[src/rtl/ahb_pkg.sv]
// Shared AHB-Lite encodings and the memory responder's FSM state type.
package ahb_pkg;

    localparam logic [1:0] HTRANS_IDLE   = 2'b00;
    localparam logic [1:0] HTRANS_BUSY   = 2'b01;
    localparam logic [1:0] HTRANS_NONSEQ = 2'b10;
    localparam logic [1:0] HTRANS_SEQ    = 2'b11;

    localparam logic [2:0] HSIZE_BYTE = 3'b000;
    localparam logic [2:0] HSIZE_HALF = 3'b001;
    localparam logic [2:0] HSIZE_WORD = 3'b010;

    localparam logic HRESP_OKAY  = 1'b0;
    localparam logic HRESP_ERROR = 1'b1;

    typedef enum logic [2:0] {
        StIdle,
        StWait,
        StData,
        StErr1,
        StErr2
    } state_e;

endpackage

[src/rtl/ahb_byte_lane_dec.sv]
// Decodes transfer size and low address bits into little-endian byte strobes
// and flags accesses that are not naturally aligned.
module ahb_byte_lane_dec
    import ahb_pkg::*;
(
    input  logic [2:0] hsize,
    input  logic [1:0] addr,
    output logic [3:0] strb,
    output logic       misaligned
);

    always_comb begin
        strb       = 4'b0000;
        misaligned = 1'b0;
        case (hsize)
            HSIZE_BYTE: strb = 4'b0001 << addr;
            HSIZE_HALF: begin
                strb       = addr[1] ? 4'b1100 : 4'b0011;
                misaligned = addr[0];
            end
            HSIZE_WORD: begin
                strb       = 4'b1111;
                misaligned = |addr;
            end
            default: ;
        endcase
    end

endmodule

[src/rtl/ahb_slave_mem.sv]
// AHB-Lite memory responder: register-array backed, programmable wait states,
// two-cycle ERROR response for illegal size or misaligned accesses.
module ahb_slave_mem
    import ahb_pkg::*;
#(
    parameter int unsigned DEPTH       = 16,
    parameter int unsigned WAIT_STATES = 0
) (
    input  logic        hclk,
    input  logic        hreset,
    input  logic        hsel,
    input  logic [31:0] haddr,
    input  logic        hwrite,
    input  logic [2:0]  hsize,
    input  logic [2:0]  hburst,
    input  logic [1:0]  htrans,
    input  logic        hready,
    input  logic [31:0] hwdata,
    output logic        hreadyout,
    output logic        hresp,
    output logic [31:0] hrdata
);

    localparam int unsigned IDX_W     = $clog2(DEPTH);
    localparam logic [2:0]  WAIT_INIT = 3'(WAIT_STATES - 1);

    state_e           state_q;
    logic [2:0]       wait_q;
    logic             write_q;
    logic [IDX_W-1:0] idx_q;
    logic [3:0]       strb_q;
    logic [31:0]      mem_q [DEPTH];

    logic [3:0] strb;
    logic       misaligned;
    logic       illegal;
    logic       accept;
    logic       unused_bits;

    ahb_byte_lane_dec u_lane_dec (
        .hsize      (hsize),
        .addr       (haddr[1:0]),
        .strb       (strb),
        .misaligned (misaligned)
    );

    assign illegal = (hsize > HSIZE_WORD) | misaligned;

    // Only take a new address phase while our own data phase is completing, so a
    // stray hready during our WAIT/ERR1 cycles can never overwrite live controls.
    assign accept = hsel & hready & htrans[1] & hreadyout;

    // Burst type, sequential/non-sequential distinction and address bits above
    // the offset have no effect: every beat is SINGLE and the index wraps.
    assign unused_bits = ^{hburst, htrans[0], haddr[31:IDX_W+2]};

    always_ff @(posedge hclk or posedge hreset) begin
        if (hreset) begin
            state_q   <= StIdle;
            wait_q    <= '0;
            write_q   <= 1'b0;
            idx_q     <= '0;
            strb_q    <= '0;
            hreadyout <= 1'b1;
            hresp     <= HRESP_OKAY;
        end else begin
            case (state_q)
                StWait: begin
                    if (wait_q == 3'd0) begin
                        state_q   <= StData;
                        hreadyout <= 1'b1;
                    end else begin
                        wait_q <= wait_q - 3'd1;
                    end
                end
                StErr1: begin
                    state_q   <= StErr2;
                    hreadyout <= 1'b1;
                    hresp     <= HRESP_ERROR;
                end
                // StIdle, StData and StErr2 all end a data phase and may accept.
                default: begin
                    if (accept) begin
                        write_q <= hwrite;
                        idx_q   <= haddr[IDX_W+1:2];
                        strb_q  <= strb;
                        if (illegal) begin
                            state_q   <= StErr1;
                            hreadyout <= 1'b0;
                            hresp     <= HRESP_ERROR;
                        end else if (WAIT_STATES == 0) begin
                            state_q   <= StData;
                            hreadyout <= 1'b1;
                            hresp     <= HRESP_OKAY;
                        end else begin
                            state_q   <= StWait;
                            wait_q    <= WAIT_INIT;
                            hreadyout <= 1'b0;
                            hresp     <= HRESP_OKAY;
                        end
                    end else begin
                        state_q   <= StIdle;
                        hreadyout <= 1'b1;
                        hresp     <= HRESP_OKAY;
                    end
                end
            endcase
        end
    end

    // Write data is only valid in the data phase, so the commit happens at the
    // edge that closes StData; a following read then sees it with no bypass.
    always_ff @(posedge hclk or posedge hreset) begin
        if (hreset) begin
            for (int i = 0; i < int'(DEPTH); i++) begin
                mem_q[i] <= '0;
            end
        end else if (state_q == StData && write_q) begin
            for (int b = 0; b < 4; b++) begin
                if (strb_q[b]) begin
                    mem_q[idx_q][8*b +: 8] <= hwdata[8*b +: 8];
                end
            end
        end
    end

    always_comb begin
        hrdata = '0;
        if (state_q == StData && !write_q) begin
            hrdata = mem_q[idx_q];
        end
    end

endmodule

[config.mk]
export PLATFORM = sky130hd
export DESIGN_NAME = ahb_slave_mem
export DESIGN_NICKNAME = d
export VERILOG_FILES = /design/src/rtl/ahb_pkg.sv /design/src/rtl/ahb_byte_lane_dec.sv /design/src/rtl/ahb_slave_mem.sv
export SDC_FILE = /design/constraint.sdc
export NUM_CORES = 1
export LEC_CHECK = 0
export BUFFER_PORTS_ARGS = -buffer_cell sky130_fd_sc_hd__buf_2
export CAP_MARGIN = 15
export CORE_MARGIN = 3
export CORE_UTILIZATION = 55
export DETAILED_ROUTE_END_ITERATION = 8
export PLACE_DENSITY = 0.73
export SYNTH_ARGS = -nofsm -noshare
export SYNTH_HDL_FRONTEND = slang
export SYNTH_SLANG_ARGS = --single-unit
[constraint.sdc]
create_clock -name hclk -period 35 [get_ports hclk]
set_clock_uncertainty 0.15 [all_clocks]
set_input_delay 1.75 -clock hclk [delete_from_list [all_inputs] [get_ports hclk]]
set_output_delay 1.75 -clock hclk [all_outputs]
set_load 0.05 [all_outputs]
==> flow_metrics.tcl <==
set metrics [dict create \
    clk_pin_slew_worst_paths_ps 60 \
    r2r_slack_ps 31120 \
    final-hold-violation-count 0 \
    dp_hpwl_mm 32.0 \
    path_max_fanout 32 \
    synthXorXnorAreaFrac 0.000367 \
    synth_cells 1528 \
    wl_mm 52.4 \
    drt_drc_violations_left 0 \
    regToRegStartpoint "idx_q[1]$_DFFE_PP0P_" \
    gp_congestion 0.749 \
    port_buffers 80 \
    outcome "completed" \
    layout_common_cells "dfrtp_1, mux2_2, nand2_1" \
    postCtsHoldBufs 0 \
    initialDrtViolationCount 902 \
    yosysSeqAreaShare 0.555 \
    final_antenna_net_count 0 \
    fmax_ghz 0.177 \
    setup_viol 0 \
    vias_per_cell 6.06 \
    muxShareOfSynthArea 0.380 \
    track_usage 0.233 \
    wire_per_inst_um 23.9 \
    cts_tree "yes" \
    coreArea_um2 42400 \
    worstSkewPairLatency_ps 590 \
    synthToLayoutAreaGrowth_pct 10.4 \
    p_leak_uw 0.0110 \
    ys_types 33 \
    die_y_um 214 \
    drive_gt1_frac 0.508 \
    grt_pass1_vias 14400 \
    synthFlopType "dfrtp_1" \
    ys_warn_count 0 \
    std_cell_rows 75 \
    async_flop_share 1.00 \
    syn_area_um2 23800 \
    nNetsFinal 1663 \
    cts_buffers 53 \
    fin_crit_ps 5640 \
    antenna_cells 0 \
    die_w_um 214 \
    htreeDepth 2 \
    grt_max_degree 182 \
    final_common_cell "dfrtp_1" \
    post-cts-setup-buffers 0 \
    grt_pass1_wl_mm 83.5 \
    synth_top_family_by_area "multiplexers" \
    hold_class "reg2reg" \
    crit_type "reg2out" \
    antenna_found_initial 1 \
    die_area_um2 45900 \
    avgSynthCellArea_um2 15.6 \
    clk_path_buf_depth 3 \
    grt-ovfl-total 0 \
    tns_ps 0 \
    synth_fa_ha_area_frac 0.00105 \
    pin_count 111 \
    slew_headroom 0.219 \
    r2r_end "mem_q[180]$_DFFE_PP0P_" \
    cap_violations 0 \
    drv_slew 0 \
    rsz0062_at_grt "false" \
    ctsResizeCount 0 \
    synth_edf_count 0 \
    synth_fp_nets 1607 \
    arrival_ps 3740 \
    synth_seq_cells 529 \
    vdd_drop_max_v 0.0000397 \
    start_util 0.562 \
    startpoint_type "flop" \
    critPathLaunch "state_q[0]$_DFFE_PP0N_" \
    synthSimpleGateAreaFrac 0.0302 \
    worst_slew_pin_slew_ps 1160 \
    cp-endpoint "hrdata[15]" \
    synth-compound-area-share 0.0147 \
    rr_worst_depth 5 \
    vias 13300 \
    fin_util 0.620 \
    first_pass_iters 4 \
    cp.required_ps 33100 \
    crit_path_end_kind "output pin" \
    period_share 0.161 \
    cts-root-buf "clkbuf_16" \
    power_density_nw_per_um2 56.5 \
    clkSinkCount 529 \
    fill_cells 3204 \
]
-- report_power, final --
group	total [µW]	internal, µW	switching [µW]	leakage, µW
logic	249	135	113	0.00401
clock network	533	307	226	0.000784
registers	704	665	38.9	0.00618
total	1490	1110	378	0.0110
-- registers in the layout, indices dropped and copies added (netlist names) --
signal and count:
hreadyout 1, write_q 1, hresp 1, state_q 3
idx_q 4, mem_q 512, strb_q 4, wait_q 3
-- through the flow --
| stage | area, µm² | total power (µW) | worst slack (ps) | cells | hold WS [ps] |
|---|---|---|---|---|---|
| 3_3_place_gp | 24700 | 955 | 29960 | 2106 | 312 |
| 2_1_floorplan | 23800 | 906 | 18320 | 1528 | 296 |
| 3_5_place_dp | 24700 | 965 | 29930 | 2106 | 313 |
| 4_1_cts | 26300 | 1500 | 29290 | 2192 | 325 |
| 6_report | 26300 | 1490 | 29360 | 2192 | 324 |
| 5_1_grt | 26300 | 1550 | 29130 | 2192 | 341 |
-- worst min path at each step --
stage	startpoint	to	slack, ps	depth (start not counted)
after global routing	wait_q[0]$_DFFE_PP0P_	wait_q[0]$_DFFE_PP0P_	340	1
after floorplan	wait_q[0]$_DFFE_PP0P_	wait_q[0]$_DFFE_PP0P_	300	1
after detailed placement	wait_q[0]$_DFFE_PP0P_	wait_q[0]$_DFFE_PP0P_	310	1
after global placement	wait_q[0]$_DFFE_PP0P_	wait_q[0]$_DFFE_PP0P_	310	1
final	wait_q[0]$_DFFE_PP0P_	wait_q[0]$_DFFE_PP0P_	320	1
after CTS	wait_q[0]$_DFFE_PP0P_	wait_q[0]$_DFFE_PP0P_	330	1
-- synthesized netlist by cell type (2+ instances only) --
cell / instances / area, µm²
nand2_1: 132 / 495
mux2_1: 28 / 315
nor2b_1: 3 / 18.8
nor3_2: 2 / 20.0
o21a_1: 2 / 15.0
nor3_1: 4 / 20.0
ha_1: 2 / 25.0
a21o_1: 2 / 15.0
buf_2: 34 / 170
o21ai_0: 4 / 20.0
clkbuf_1: 51 / 191
nand2b_1: 6 / 37.5
o22ai_1: 4 / 25.0
inv_1: 10 / 37.5
dfrtp_1: 528 / 13200
and2_1: 4 / 25.0
a21oi_1: 5 / 25.0
buf_4: 4 / 30.0
a22oi_1: 31 / 233
mux4_2: 128 / 2880
mux2_2: 521 / 5870
nor2_1: 12 / 45.0
-- routing by layer --
layer  vias up  track usage  wire length (µm)
met1      7128        0.323             23100
met3        87       0.0509              2710
li1       5778            -                 -
met4         0       0.0610              1210
met5         -            0                 0
met2       296        0.381             25500
-- worst max-delay path: stages, from the launching register on --
cell and delay, ps:
dfrtp_1 380, nor4b_1 930, and3_2 1080, a22oi_1 240, nand2_1 220, buf_2 290
-- logic make-up (layout without fill, tap and decap cells) --
kind of cell             Yosys count  count (layout)
multiplexers                     677             677
AND/OR/NAND/NOR                  170             170
adder cells (fa/ha/maj)            2               2
AO/OA/AOI/OAI                     50              50
flip-flops                       529             529
buffers and inverters             99             186
XOR/XNOR                           1               1
-- layout make-up --
cell class	instances	area [µm²]	area share
clock buffers	83	1580	0.0601
clock inverters	3	22.5	0.000856
inverters	10	45.0	0.00171
multi-input cells	900	10200	0.387
flip-flops and latches	529	13300	0.504
well taps	577	722	0.0274
repair buffers	90	500	0.0190
No activity file was read; power rests on OpenSTA's default activity.
